### config.mk
export PLATFORM = sky130hd
export DESIGN_NAME = key_en_ctl_multi_flat
export DESIGN_NICKNAME = d
export VERILOG_FILES = /design/src/rtl/key_en_ctl_multi_if.sv /design/src/rtl/key_en_ctl_multi.sv /design/src/flat_wrapper.sv
export SDC_FILE = /design/constraint.sdc
export NUM_CORES = 1
export LEC_CHECK = 0
export CORE_MARGIN = 5
export CORE_UTILIZATION = 50
export CTS_BUF_LIST = sky130_fd_sc_hd__clkbuf_4
export CTS_CLUSTER_DIAMETER = 80
export CTS_CLUSTER_SIZE = 28
export DETAILED_ROUTE_END_ITERATION = 10
export PLACE_DENSITY = 0.71
export SLEW_MARGIN = 40
export SYNTH_ARGS = -nofsm -noshare
export SYNTH_HDL_FRONTEND = slang
export SYNTH_SLANG_ARGS = --single-unit
### constraint.sdc
create_clock -name clk -period 2.1 [get_ports clk]
set_input_delay 0.42 -clock clk [delete_from_list [all_inputs] [get_ports clk]]
set_output_delay 0.42 -clock clk [all_outputs]
set_load 0.02 [all_outputs]
### src/rtl/key_en_ctl_multi_if.sv
// Trigger/mode/clear inputs and enable outputs of the multi-channel key enable controller.
interface key_en_ctl_multi_if #(
  parameter int CH_NUM = 4
);
  logic [CH_NUM-1:0] trig;
  logic [1:0]        mode_sel;
  logic              clr;
  logic [CH_NUM-1:0] en;
  logic              any_en;

  modport master (output trig, mode_sel, clr, input en, any_en);
  modport slave  (input trig, mode_sel, clr, output en, any_en);
endinterface

### src/rtl/key_en_ctl_multi.sv
// Per-channel trigger-to-enable controller: timed one-shot, toggle latch or level follow,
// with global clear, mode-change flush and an OR-reduced enable.
module key_en_ch #(
  parameter int CNT_W        = 24,
  parameter int PULSE_CYCLES = 5_000_000,
  parameter int RETRIG       = 1
) (
  input  logic       clk,
  input  logic       rst_n,
  input  logic       rise,
  input  logic       trig_d,
  input  logic [1:0] mode,
  input  logic       flush,
  output logic       en,
  output logic       en_nxt
);
  typedef enum logic [1:0] {IDLE, PULSE, LATCH} state_t;

  localparam logic [CNT_W-1:0] RELOAD = CNT_W'(PULSE_CYCLES - 1);

  state_t           state, state_n;
  logic [CNT_W-1:0] cnt, cnt_n;

  always_ff @(posedge clk) begin
    if (!rst_n) begin
      state <= IDLE;
      cnt   <= '0;
      en    <= 1'b0;
    end else begin
      state <= state_n;
      cnt   <= cnt_n;
      en    <= en_nxt;
    end
  end

  always_comb begin
    state_n = state;
    cnt_n   = cnt;
    en_nxt  = en;
    if (flush) begin
      state_n = IDLE;
      cnt_n   = '0;
      en_nxt  = 1'b0;
    end else if (mode == 2'd2) begin
      state_n = IDLE;
      cnt_n   = '0;
      en_nxt  = trig_d;
    end else begin
      case (state)
        IDLE: if (rise) begin
          en_nxt = 1'b1;
          if (mode == 2'd1) begin
            state_n = LATCH;
          end else begin
            state_n = PULSE;
            cnt_n   = RELOAD;
          end
        end
        // cnt counts the remaining cycles after this one, so the enable lasts PULSE_CYCLES
        PULSE: begin
          if (rise && RETRIG != 0) begin
            cnt_n = RELOAD;
          end else if (cnt == '0) begin
            state_n = IDLE;
            en_nxt  = 1'b0;
          end else begin
            cnt_n = cnt - CNT_W'(1);
          end
        end
        LATCH: if (rise) begin
          state_n = IDLE;
          en_nxt  = 1'b0;
        end
        default: begin
          state_n = IDLE;
          cnt_n   = '0;
          en_nxt  = 1'b0;
        end
      endcase
    end
  end
endmodule

module key_en_ctl_multi #(
  parameter int CH_NUM       = 4,
  parameter int CNT_W        = 24,
  parameter int PULSE_CYCLES = 5_000_000,
  parameter int RETRIG       = 1
) (
  input logic             clk,
  input logic             rst_n,
  key_en_ctl_multi_if.slave bus
);
  logic [CH_NUM-1:0] trig_d, rise, en, en_nxt;
  logic [1:0]        mode_q;
  logic              flush;

  assign rise   = bus.trig & ~trig_d;
  assign flush  = bus.clr || (bus.mode_sel != mode_q);
  assign bus.en = en;

  // History also tracks the key while in reset, so a key held through reset is not a press.
  always_ff @(posedge clk) trig_d <= bus.trig;

  always_ff @(posedge clk) begin
    if (!rst_n) begin
      mode_q     <= 2'd0;
      bus.any_en <= 1'b0;
    end else begin
      mode_q     <= bus.mode_sel;
      bus.any_en <= |en_nxt;
    end
  end

  for (genvar i = 0; i < CH_NUM; i++) begin : g_ch
    key_en_ch #(
      .CNT_W       (CNT_W),
      .PULSE_CYCLES(PULSE_CYCLES),
      .RETRIG      (RETRIG)
    ) u_ch (
      .clk   (clk),
      .rst_n (rst_n),
      .rise  (rise[i]),
      .trig_d(trig_d[i]),
      .mode  (mode_q),
      .flush (flush),
      .en    (en[i]),
      .en_nxt(en_nxt[i])
    );
  end
endmodule

### src/flat_wrapper.sv
// flat-port wrapper written by rule: the top's interface ports become plain ports
module key_en_ctl_multi_flat 
#(
  parameter int CH_NUM       = 4,
  parameter int CNT_W        = 24,
  parameter int PULSE_CYCLES = 5_000_000,
  parameter int RETRIG       = 1
)
  (clk, rst_n, bus_trig, bus_mode_sel, bus_clr, bus_en, bus_any_en);
  key_en_ctl_multi_if #(.CH_NUM(CH_NUM)) bus_i ();
  input logic clk;
  input logic rst_n;
  input wire logic [$bits(bus_i.trig)-1:0] bus_trig;
  input wire logic [$bits(bus_i.mode_sel)-1:0] bus_mode_sel;
  input wire logic [$bits(bus_i.clr)-1:0] bus_clr;
  output wire logic [$bits(bus_i.en)-1:0] bus_en;
  output wire logic [$bits(bus_i.any_en)-1:0] bus_any_en;
  assign bus_i.trig = bus_trig;
  assign bus_i.mode_sel = bus_mode_sel;
  assign bus_i.clr = bus_clr;
  assign bus_en = bus_i.en;
  assign bus_any_en = bus_i.any_en;
  key_en_ctl_multi #(.CH_NUM(CH_NUM), .CNT_W(CNT_W), .PULSE_CYCLES(PULSE_CYCLES), .RETRIG(RETRIG)) u_core (.clk(clk), .rst_n(rst_n), .bus(bus_i));
endmodule
==> qor.csv <==
stage;metric;value;unit
clock_network;Clk Tree Root Cell;clkbuf_4;
route;wire length per cell;18.08;microns
cells_and_area;layout cells sized above 1;34.90;%
sta;Slew Viols, Final;0;
critical_path;CP max-delay cell;or4_4;
synth;synth warn;0;
global_route;largest net degree at the start of global routing;19;
route;max layer used;met4;
die;chip width;125.1;microns
critical_path;cells along the critical path;or4_4 > or3_4 > or4_4 > or4_4 > a21oi_2;
placed_design;GPL Wtd Cong;0.9526;
critical_path;Max FO, Critical Path;2;
pwr;Leakage;3.702;nW
critical_path;reg2reg setup slack;-0.21;ns
run_status;status;complete, but fails checks;
sta;Setup Viol. Count Final;19;
synth;register area share after synthesis;34.78;%
global_route;Total GRT Usage;25.81;%
route;Via density;6.341;
placed_design;Inst Count DP;1128;
synth;Synth Flop Type;dfxtp_1;
cells_and_area;Final Cell Area;0.008989;sq mm
cells_and_area;Nets;1002;
placed_design;DP HPWL;14460;microns
sta;final hold viol count;0;
route;wire length on met3;1184;microns
sta;Relative slew margins;60.13;%
critical_path;Setup crit start kind;register;
clock_network;CTS buffer count;17;
sta;Fin Clk Skew;0.01486;ns
clock_network;Clock Path Buffers;2;
critical_path;CP Class;reg -> reg;
synth;Post-synth EDFFs;0;
clock_network;Hold Buf Count CTS;0;
worst_hold_path;Hold/Removal Path Class;in -> reg;
synth;synthesis-stage register bit count;115;
placed_design;port bufs;13;
pwr;Int Power;3.191;mW
synth;distinct cell type count after synthesis;67;
synth;top cells by area, synth;dfxtp_1, a21oi_1, o221a_2, nand2_1, or4_1;
die;die area;0.01564;sq mm
clock_network;Clock transition at path regs;0.10;ns
clock_network;worst skew pair latency;0.55;ns
route;drt drc;0;
sta;minimum clock period;2.307;ns
critical_path;crit path DAT;2.79;ns
critical_path;WP depth;5;
cells_and_area;Fillers;1054;
pwr;PD cells;496.7;mW/mm^2
critical_path;worst flop-to-flop path endpoint;u_core.g_ch[0].u_ch.cnt[20];
worst_hold_path;Worst Hold Depth;1;
sta;Final period util;109.9;%
global_route;global route total overflow;0;
critical_path;Critical R2R Launch;u_core.g_ch[0].u_ch.cnt[5];
synth;Mapped Area;0.006620;sq mm
die;core region area;0.01314;sq mm
route;post-route ant nets;0;
synth;Async SR Flop Fraction;0;%
route;DR vias;7438;
pwr;P_sw;1.274;mW
critical_path;crit path capture type;register;
critical_path;FF-to-FF path depth;5;
die;# rows;42;
pwr;Max VDD drop;0.4630;mV
route;drt pass-1 iters;5;
critical_path;cell family with most CP delay;simple AND/OR/NAND/NOR gates;
global_route;first-pass GRT wire length;34120;microns
worst_hold_path;Min-Delay Endpoint;u_core.trig_d[1];
synth;Synth area leader;dfxtp_1;
pwr;Flop pwr share;50.0;%
die;IO Pins;14;
sta;fmax;0.4334;GHz
sta;Worst Tran Pin Value;0.5981;ns
die;Die Ht;125.1;microns
critical_path;CP max stage delay;0.54;ns
cells_and_area;Layout area overhead;35.78;%
worst_hold_path;Hold Startpoint;bus_trig[1];
sta;worst setup margin;-0.2074;ns
flow_run;maxcap violations;0;
run_status;failing checks;negative setup slack;
critical_path;Worst Path Required;2.58;ns
synth;Post-Syn Nets;831;
route;drt total wl;21200;microns
pwr;clock share of power;32.1;%
critical_path;Bufs and invs on worst path;0;
synth;area share of the largest cell type after synthesis;34.78;%
global_route;vias in the first global route;7091;
critical_path;Worst path most repeated cell;or4_4;
sta;RSZ-0062 raised after global routing;true;
clock_network;TritonCTS clock tree;done;
cells_and_area;ant diodes;0;
die;Starting Density;50.39;%
cells_and_area;Util after Layout;68.42;%
route;metal2 WL;10330;microns
clock_network;H-Tree Depth;4;
synth;Cells after Synth;814;
synth;Synth Area per Inst;8.133;sq um
global_route;initial antenna violation count;0;
clock_network;TritonCTS Sinks;115;
route;M1 wire length;9188;microns
pwr;Net Sw Frac;28.54;%
placed_design;placed instance area;0.008195;sq mm
cells_and_area;Non-Filler Instances;1173;
route;drt initial violations;758;
pwr;Comb pwr share;17.9;%
area by class of cell:
type	instances	area (sq um)	share of cell area (%)
clock buffers	21	157.7	1.754
clock inverters	10	67.56	0.7517
inverters	24	90.09	1.002
multi-input cells	622	4459	49.61
flip-flops and latches	115	2323	25.85
well taps	176	220.2	2.450
repair buffers	205	1670	18.58
synth_stat cells (5+ instances only):
cell type,n
o21ai_0,36
a211o_1,6
a221o_1,8
a21o_1,5
a31oi_1,21
nor4_1,14
o2111ai_1,6
inv_1,24
ha_1,8
nand3_1,26
buf_2,6
and2_1,11
o221a_2,22
a41oi_1,8
nor3_1,36
or4_1,28
or3_1,17
nor2b_1,7
nor3b_1,5
o31ai_1,18
a221oi_1,6
nor2_1,48
o211ai_1,8
a21boi_0,5
or2_2,8
nand2_1,64
buf_4,6
nand2b_1,24
a32o_1,7
nand4_1,5
mux2i_1,15
clkbuf_1,39
dfxtp_1,115
a21oi_1,80
cell families after synthesis:
logic type / after synthesis / synth area share (%)
flip-flops: 115 / 34.78
buffers and inverters: 77 / 4.820
multiplexers: 15 / 2.268
adder cells (fa/ha/maj): 8 / 1.512
XOR/XNOR: 4 / 0.5293
AND/OR/NAND/NOR: 318 / 26.40
AO/OA/AOI/OAI: 277 / 29.69
sequential cells by signal, summed over array words and instances (netlist names):
signal                  count
u_core.bus.any_en           1
u_core.trig_d               4
u_core.g_ch.u_ch.en         4
u_core.mode_q               2
u_core.g_ch.u_ch.state      8
u_core.g_ch.u_ch.cnt       96
power by group through the flow:
stage          sequential, mW  combinational [mW]  clock, mW
4_1_cts                  2.23               0.740       1.46
3_5_place_dp             2.28               0.702          0
3_3_place_gp             2.28               0.681          0
2_1_floorplan            2.28               0.408          0
6_report                 2.23               0.801       1.43
5_1_grt                  2.24               0.863       1.58
layer usage:
layer	global-route usage [%]	up-vias
met5	0	-
met1	33.50	3583
li1	-	3489
met3	4.861	51
met4	9.439	0
met2	42.90	315
timing repair:
| item | 4_1_cts | 5_1_grt |
|---|---|---|
| resized for setup | 43 | 83 |
| cloned | 1 | 1 |
| setup buffers | 9 | 8 |
| setup endpoints to repair | 40 | 79 |
| pin swaps | 16 | 36 |
worst max path at each step:
stage | startpoint | endpoint | slack [ns]
6_report | u_core.g_ch[0].u_ch.cnt[5] | u_core.g_ch[0].u_ch.cnt[20] | -0.21
2_1_floorplan | u_core.g_ch[0].u_ch.cnt[12] | u_core.g_ch[0].u_ch.cnt[20] | -0.18
3_5_place_dp | rst_n | u_core.g_ch[3].u_ch.cnt[7] | -0.40
4_1_cts | u_core.g_ch[0].u_ch.cnt[12] | u_core.g_ch[0].u_ch.cnt[20] | -0.23
5_1_grt | u_core.g_ch[0].u_ch.cnt[5] | u_core.g_ch[0].u_ch.cnt[20] | -0.25
3_3_place_gp | rst_n | u_core.g_ch[3].u_ch.cnt[7] | -0.30
layout by cell type, fill, tap and decap left out, types with 6 or more instances in the layout:
cell             synthesis  final
a211o_1                  6      6
a21oi_1                 80     66
a21oi_2                  0     14
a221o_1                  8      8
a31oi_1                 21     21
a32o_1                   7      7
a41oi_1                  8      7
and2_1                  11      8
buf_4                    6    171
buf_6                    0     17
clkbuf_4                 0     21
clkdlybuf4s50_1          0     11
clkinv_1                 0      6
dfxtp_1                115    100
dfxtp_2                  0     14
inv_1                   24     20
mux2i_1                 15     15
nand2_1                 64     63
nand2b_1                24     24
nand3_1                 26     26
nor2_1                  48     47
nor2b_1                  7      7
nor3_1                  36     28
nor4_1                  14      6
nor4_2                   2      6
o2111ai_1                6      6
o211ai_1                 8      8
o21ai_0                 36     30
o21ai_1                  1      6
o221a_2                 22     17
o31ai_1                 18     18
or2_2                    8      8
or3_1                   17     14
or4_1                   28     16
or4_4                    3     15
stage by stage:
step	TNS (ns)	setup slack (ns)	hold WS, ns	power [mW]
2_1_floorplan	-0.1900	-0.1769	0.4373	2.684
3_3_place_gp	-12.41	-0.3005	0.4538	2.959
3_5_place_dp	-17.50	-0.3981	0.4619	2.982
4_1_cts	-1.646	-0.2284	0.3963	4.429
5_1_grt	-2.778	-0.2526	0.3946	4.676
6_report	-1.527	-0.2074	0.4131	4.465
Note: power is estimated with default switching activity, not from simulation.
